**config.mk**
```make
export PLATFORM = sky130hd
export DESIGN_NAME = multicycle_control_unit
export DESIGN_NICKNAME = d
export VERILOG_FILES = /design/src/rtl/multicycle_control_unit.sv
export SDC_FILE = /design/constraint.sdc
export NUM_CORES = 1
export LEC_CHECK = 0
export CAP_MARGIN = 0
export CORE_ASPECT_RATIO = 0.8
export CORE_MARGIN = 2
export CORE_UTILIZATION = 40
export CTS_CLUSTER_SIZE = 30
export DETAILED_ROUTE_END_ITERATION = 8
export PLACE_DENSITY = 0.84
export RECOVER_POWER = 25
export SYNTH_ARGS = -nofsm -noshare
export SYNTH_HDL_FRONTEND = slang
export SYNTH_SLANG_ARGS = --single-unit
```
**constraint.sdc**
```tcl
create_clock -name CLK -period 3.35 [get_ports CLK]
set_input_delay 0.8375 -clock CLK [delete_from_list [all_inputs] [get_ports CLK]]
set_output_delay 0.8375 -clock CLK [all_outputs]
set_load 0.05 [all_outputs]
```
**src/rtl/multicycle_control_unit.sv**
```systemverilog
// multicycle_control_unit: FSM stepping MIPS instructions through FETCH/DECODE/EXECUTE/MEMORY/WRITEBACK; MCU_PERF_COUNTERS_EN adds instr/cycle counters
module multicycle_control_unit #(
  parameter int ALUOP_W      = 4,
  parameter int OVF_SUPPRESS = 1,
  parameter int STATE_W      = 3
) (
  input  logic               CLK,
  input  logic               RST,
  input  logic [31:0]        instr,
  input  logic               ihit,
  input  logic               dhit,
  input  logic               zero,
  input  logic               overflow,
  output logic               iREN,
  output logic               dREN,
  output logic               dWEN,
  output logic               IRWr,
  output logic               PCWr,
  output logic [1:0]         PCSrc,
  output logic               RegWr,
  output logic [1:0]         RegDst,
  output logic [1:0]         ALUSrc,
  output logic               ExtOp,
  output logic [ALUOP_W-1:0] ALUop,
  output logic               mem2reg,
  output logic               lui,
  output logic               jal,
  output logic               halt,
  output logic [STATE_W-1:0] state
`ifdef MCU_PERF_COUNTERS_EN
  ,
  output logic [31:0]        instr_cnt,
  output logic [31:0]        cycle_cnt
`endif
);
  typedef enum logic [2:0] {
    S_FETCH = 3'd0, S_DECODE = 3'd1, S_EXECUTE = 3'd2,
    S_MEMORY = 3'd3, S_WRITEBACK = 3'd4, S_HALT = 3'd5
  } state_t;
  localparam logic [ALUOP_W-1:0] A_SLL = ALUOP_W'(0), A_SRL = ALUOP_W'(1), A_ADD = ALUOP_W'(2),
    A_SUB = ALUOP_W'(3), A_AND = ALUOP_W'(4), A_OR = ALUOP_W'(5), A_XOR = ALUOP_W'(6),
    A_NOR = ALUOP_W'(7), A_SLT = ALUOP_W'(8), A_SLTU = ALUOP_W'(9);
  state_t r_state, w_next;
  logic [31:0] r_ir;
  logic r_ovf, r_halt;
  logic [5:0] w_op, w_fn;
  logic w_valid, w_extop, w_ovf_op, w_unused;
  logic [1:0] w_alusrc;
  logic [ALUOP_W-1:0] w_aluop;
  logic w_rtype, w_j, w_jal, w_beq, w_bne, w_jr, w_lw, w_sw, w_lui;
  assign w_op     = r_ir[31:26];
  assign w_fn     = r_ir[5:0];
  assign w_unused = ^r_ir[25:6];
  assign w_rtype  = w_op == 6'h00;
  assign w_j      = w_op == 6'h02;
  assign w_jal    = w_op == 6'h03;
  assign w_beq    = w_op == 6'h04;
  assign w_bne    = w_op == 6'h05;
  assign w_lui    = w_op == 6'h0f;
  assign w_lw     = w_op == 6'h23;
  assign w_sw     = w_op == 6'h2b;
  assign w_jr     = w_rtype & (w_fn == 6'h08);
  assign w_ovf_op = (w_op == 6'h08) | (w_rtype & ((w_fn == 6'h20) | (w_fn == 6'h22)));
  // instruction decode: ALU controls and legality of the opcode/funct held in IR
  always_comb begin
    w_valid  = 1'b1;
    w_aluop  = A_ADD;
    w_alusrc = 2'd1;
    w_extop  = 1'b1;
    case (w_op)
      6'h00: begin
        w_alusrc = 2'd0;
        w_extop  = 1'b0;
        case (w_fn)
          6'h00: begin w_aluop = A_SLL; w_alusrc = 2'd2; end
          6'h02: begin w_aluop = A_SRL; w_alusrc = 2'd2; end
          6'h08: w_aluop = A_SLL;
          6'h20, 6'h21: w_aluop = A_ADD;
          6'h22, 6'h23: w_aluop = A_SUB;
          6'h24: w_aluop = A_AND;
          6'h25: w_aluop = A_OR;
          6'h26: w_aluop = A_XOR;
          6'h27: w_aluop = A_NOR;
          6'h2a: w_aluop = A_SLT;
          6'h2b: w_aluop = A_SLTU;
          default: w_valid = 1'b0;
        endcase
      end
      6'h04, 6'h05: begin w_aluop = A_SUB; w_alusrc = 2'd0; end
      6'h02, 6'h03, 6'h08, 6'h09, 6'h23, 6'h2b, 6'h3f: w_valid = 1'b1;
      6'h0a: w_aluop = A_SLT;
      6'h0b: w_aluop = A_SLTU;
      6'h0c: begin w_aluop = A_AND; w_extop = 1'b0; end
      6'h0d, 6'h0f: begin w_aluop = A_OR; w_extop = 1'b0; end
      6'h0e: begin w_aluop = A_XOR; w_extop = 1'b0; end
      default: w_valid = 1'b0;
    endcase
  end
  // per-state datapath controls and next-state selection; everything is zero while RST
  always_comb begin
    {iREN, dREN, dWEN, IRWr, PCWr, RegWr, ExtOp, mem2reg, lui, jal} = '0;
    PCSrc  = 2'd0;
    RegDst = 2'd0;
    ALUSrc = 2'd0;
    ALUop  = '0;
    w_next = r_state;
    if (!RST) case (r_state)
      S_FETCH: begin
        iREN   = 1'b1;
        IRWr   = ihit;
        PCWr   = ihit;
        w_next = ihit ? S_DECODE : S_FETCH;
      end
      S_DECODE: begin
        PCWr   = w_j | w_jal;
        PCSrc  = (w_j | w_jal) ? 2'd2 : 2'd0;
        RegWr  = w_jal;
        RegDst = w_jal ? 2'd2 : 2'd0;
        jal    = w_jal;
        w_next = (w_op == 6'h3f) ? S_HALT : (w_j | w_jal | ~w_valid) ? S_FETCH : S_EXECUTE;
      end
      S_EXECUTE: begin
        ALUop  = w_aluop;
        ALUSrc = w_alusrc;
        ExtOp  = w_extop;
        PCWr   = (w_beq & zero) | (w_bne & ~zero) | w_jr;
        PCSrc  = w_jr ? 2'd3 : (w_beq | w_bne) ? 2'd1 : 2'd0;
        w_next = (w_beq | w_bne | w_jr) ? S_FETCH : (w_lw | w_sw) ? S_MEMORY : S_WRITEBACK;
      end
      S_MEMORY: begin
        ALUop  = A_ADD;
        ALUSrc = 2'd1;
        ExtOp  = 1'b1;
        dREN   = w_lw;
        dWEN   = w_sw;
        w_next = !dhit ? S_MEMORY : w_sw ? S_FETCH : S_WRITEBACK;
      end
      S_WRITEBACK: begin
        RegWr   = !((OVF_SUPPRESS != 0) && r_ovf && w_ovf_op);
        RegDst  = {1'b0, w_rtype};
        mem2reg = w_lw;
        lui     = w_lui;
        w_next  = S_FETCH;
      end
      S_HALT: w_next = S_HALT;
      default: w_next = S_FETCH;
    endcase
    halt  = r_halt & ~RST;
    state = RST ? '0 : STATE_W'(r_state);
  end
  // state, instruction register, latched overflow and sticky halt
  always_ff @(posedge CLK) begin
    if (RST) begin
      r_state <= S_FETCH;
      r_ir    <= '0;
      r_ovf   <= 1'b0;
      r_halt  <= 1'b0;
    end else begin
      r_state <= w_next;
      if (IRWr) r_ir <= instr;
      if (r_state == S_EXECUTE) r_ovf <= overflow;
      if (w_next == S_HALT) r_halt <= 1'b1;
    end
  end
`ifdef MCU_PERF_COUNTERS_EN
  // retired-instruction and active-cycle counters, frozen once halted
  always_ff @(posedge CLK) begin
    if (RST) begin
      instr_cnt <= '0;
      cycle_cnt <= '0;
    end else if (r_state != S_HALT) begin
      cycle_cnt <= cycle_cnt + 32'd1;
      if (r_state == S_DECODE && w_op != 6'h3f) instr_cnt <= instr_cnt + 32'd1;
    end
  end
`endif
endmodule

```
==> reports/qor.csv <==
stage,metric,value,unit
status,status,finished clean,
synthesis,Syn Area/Cell,6.82,um^2
cells_and_area,Antenna diodes,0,
synthesis,count of cell types in the netlist,43,
pwr,sw frac,0.340,
hold_path,hold path startpoint,r_ovf,
synthesis,post-synthesis cell area,0.00128,mm^2
critical_path,CP Launch Type,register,
critical_path,Worst path max stage delay,0.56,ns
route,vias per inst,5.65,
synthesis,"Warnings, synthesis",0,
route,DR DRC count,0,
grt,global-route usage over all layers,0.231,
critical_path,Critical Path RT,2.51,ns
cts,TritonCTS clock tree,built,
synthesis,"Net Count, Synth",225,
die,die width,67.2,um
pwr,PwrDens,297,mW/mm^2
die,Die Span Y,54.5,um
cells_and_area,Post-Layout Cell Count,272,
place,count of input and output buffers,41,
cells_and_area,fill cell count,261,
critical_path,crit end category,primary output,
pwr,Max IR drop VDD,0.241,mV
pwr,Psw,211,uW
place,placed cells,268,
timing,Max Freq,305,MHz
pwr,overall power,619,uW
pwr,Clock Power Share,0.245,
cts,Post CTS Setup Buffer Count,0,
timing,Worst Tran Pin Value,0.657,ns
grt,vias in the first global route,1346,
critical_path,RR Endpoint,r_ir[29],
place,post-detail-place hpwl,3.03,mm
route,vias,1536,
cells_and_area,Area Growth Syn to Fin,63.3,%
timing,RSZ-0062 raised after global routing,false,
die,IO Count,62,
synthesis,cells taking the most area after synthesis,"dfxtp_1 27%, nand2_1 10%, nand3b_1 5.9%, nor4_1 4.4%, nor2_1 4.1%",
critical_path,R2R setup slack,1.49,ns
critical_path,critical path's slowest cell,or4_4,
hold_path,worst min path class,reg2reg,
timing,Final Hold Viols,0,
cts,# resized after CTS,0,
route,DR pass1 iterations,4,
die,core area,0.00306,mm^2
route,Routed WL per cell,14.2,um
grt,largest net degree at the start of global routing,18,
pwr,Flop pwr share,0.393,
timing,"Slew Viols, Final",0,
cts,clock tree buffer depth,2,
grt,global-route wire length before repair,6.38,mm
synthesis,synthesized flop and latch total,17,
route,post-route ant nets,0,
synthesis,Async SR Flop Fraction,0,
die,# rows,18,
timing,skew final,0.00175,ns
pwr,LEAKAGE,0.000823,uW
cts,CTS Sinks,17,
cells_and_area,share of cells above drive strength 1,0.220,
critical_path,"Critical Path, Cell by Cell",or4_4 -> or3_4 -> or4_1 -> a21boi_1 -> buf_12,
hold_path,Min-Delay Endpoint,r_ovf,
cts,clk root buf,clkbuf_8,
place,gpl congestion,0.900,
die,Initial Util,0.417,
timing,count of final setup violators,0,
timing,Final Critical Period,3.27,ns
cells_and_area,Nets,271,
timing,final hold slack,0.518,ns
run,max cap viols,0,
route,Iter 0 DRT Violations,125,
route,WL final,3.86,mm
pwr,Pint,408,uW
hold_path,Hold Path Stages,2,
cts,clock slew at the register clock pins of the worst setup and hold paths,0.06,ns
critical_path,Crit Reg-Reg Startpoint,r_state[0],
critical_path,worst reg-to-reg path cell count,6,
critical_path,critical path peak fanout,5,
timing,Final Cycle Share,0.978,
die,die area,0.00366,mm^2
cts,H-Tree Depth,1,
critical_path,critical path arrival,2.44,ns
grt,grt ovf,0,
synthesis,"Primary FF master, synth",dfxtp_1,
grt,initial antenna violation count,0,
cts,CTS Buf Count,3,
synthesis,post-synth top area share,0.267,
cts,hold buffers post-CTS,0,
synthesis,Mapped Cells,187,
critical_path,CP Class,reg2out,
synthesis,sequential area share after synthesis,0.267,
pwr,combinational share of power,0.362,
synthesis,"area leader, netlist",dfxtp_1,
timing,Slew headroom,0.558,
synthesis,Post-synth EDFFs,0,
cts,clk_lat worst skew,0.25,ns
cells_and_area,"Core Util, Final",0.681,
[synth_stat cells, types with 2 or more instances]
cell / number
a21oi_1: 9
and3_1: 4
and4_1: 2
clkbuf_1: 12
dfxtp_1: 17
inv_1: 6
nand2_1: 35
nand2b_1: 5
nand3_1: 6
nand3b_1: 10
nand4_1: 2
nor2_1: 14
nor2b_1: 4
nor3_1: 8
nor4_1: 9
o21ai_0: 10
o31ai_1: 3
o32ai_1: 2
or2_2: 4
or3_1: 2
[kinds of logic (layout without fill, tap and decap cells)]
kind of cell	after synthesis	after routing	synth area share
buffers and inverters	19	64	0.0559
multiplexers	2	2	0.0167
XOR/XNOR	1	1	0.00686
AND/OR/NAND/NOR	114	114	0.478
flip-flops	17	17	0.267
AO/OA/AOI/OAI	34	34	0.176
[layout by cell type, fill, tap and decap left out, drive strengths merged, types with 5 or more instances in the layout]
| master | netlist | final |
|---|---|---|
| a21oi | 9 | 9 |
| buf | 1 | 34 |
| clkbuf | 12 | 7 |
| clkdlybuf4s50 | 0 | 16 |
| dfxtp | 17 | 17 |
| inv | 6 | 6 |
| nand2 | 35 | 35 |
| nand2b | 5 | 5 |
| nand3 | 6 | 6 |
| nand3b | 10 | 10 |
| nor2 | 14 | 14 |
| nor3 | 8 | 8 |
| nor4 | 9 | 9 |
| o21ai | 10 | 10 |
| or2 | 5 | 5 |
[flip-flops by register name, indices dropped and copies added, names as in the netlist]
| signal | count |
|---|---|
| r_ir | 12 |
| r_state | 3 |
| r_halt | 1 |
| r_ovf | 1 |
[critical path: cells and delay by family (launching register included)]
kind / cells / cell delay, ns
AOI/OAI and AO/OA: 1 / 0.27
buffers and inverters: 1 / 0.18
DFF: 1 / 0.31
and+or+nand+nor: 3 / 1.42
[through the flow]
| stage | cell area [um^2] | setup slack, ns | TNS [ns] |
|---|---|---|---|
| 2_1_floorplan | 1310 | -0.264 | -0.264 |
| 3_3_place_gp | 2060 | 0.190 | 0 |
| 3_5_place_dp | 2060 | 0.160 | 0 |
| 4_1_cts | 2100 | 0.0647 | 0 |
| 5_1_grt | 2080 | 0.00743 | 0 |
| 6_report | 2080 | 0.0752 | 0 |
[worst max-delay path by stage]
| stage | from | endpoint | slack, ns | cells after the start |
|---|---|---|---|---|
| floorplan | RST | IRWr | -0.26 | 4 |
| global placement | RST | ALUop[1] | 0.19 | 6 |
| detailed placement | RST | RegWr | 0.16 | 7 |
| CTS | r_ir[27] | PCSrc[1] | 0.06 | 5 |
| global route | r_ir[27] | PCSrc[1] | 0.007 | 5 |
| finish | r_ir[27] | PCSrc[1] | 0.08 | 5 |
[metal layers]
metal,global-route usage,vias to the layer above,share of wire
met5,0,-,0
met4,0.102,0,0.018
met2,0.370,77,0.46
met3,0.0288,9,0.065
met1,0.314,693,0.46
li1,-,757,-
[power by group through the flow]
| stage | Clock (uW) | Sequential (uW) | Combinational [uW] |
|---|---|---|---|
| after floorplan | 0 | 232 | 146 |
| after global placement | 0 | 247 | 218 |
| after detailed placement | 0 | 247 | 224 |
| after CTS | 155 | 243 | 225 |
| after global routing | 164 | 247 | 243 |
| final | 152 | 244 | 224 |
[cell type report]
class / count / area [um^2] / share of cell area
Clock buffer: 4 / 45.0 / 0.0216
Inverter: 6 / 22.5 / 0.0108
Multi-Input combinational cell: 151 / 890 / 0.427
Sequential cell: 17 / 340 / 0.163
Tap cell: 40 / 50.0 / 0.0240
Timing Repair Buffer: 54 / 737 / 0.354
No activity file was read; power rests on OpenSTA's default activity.
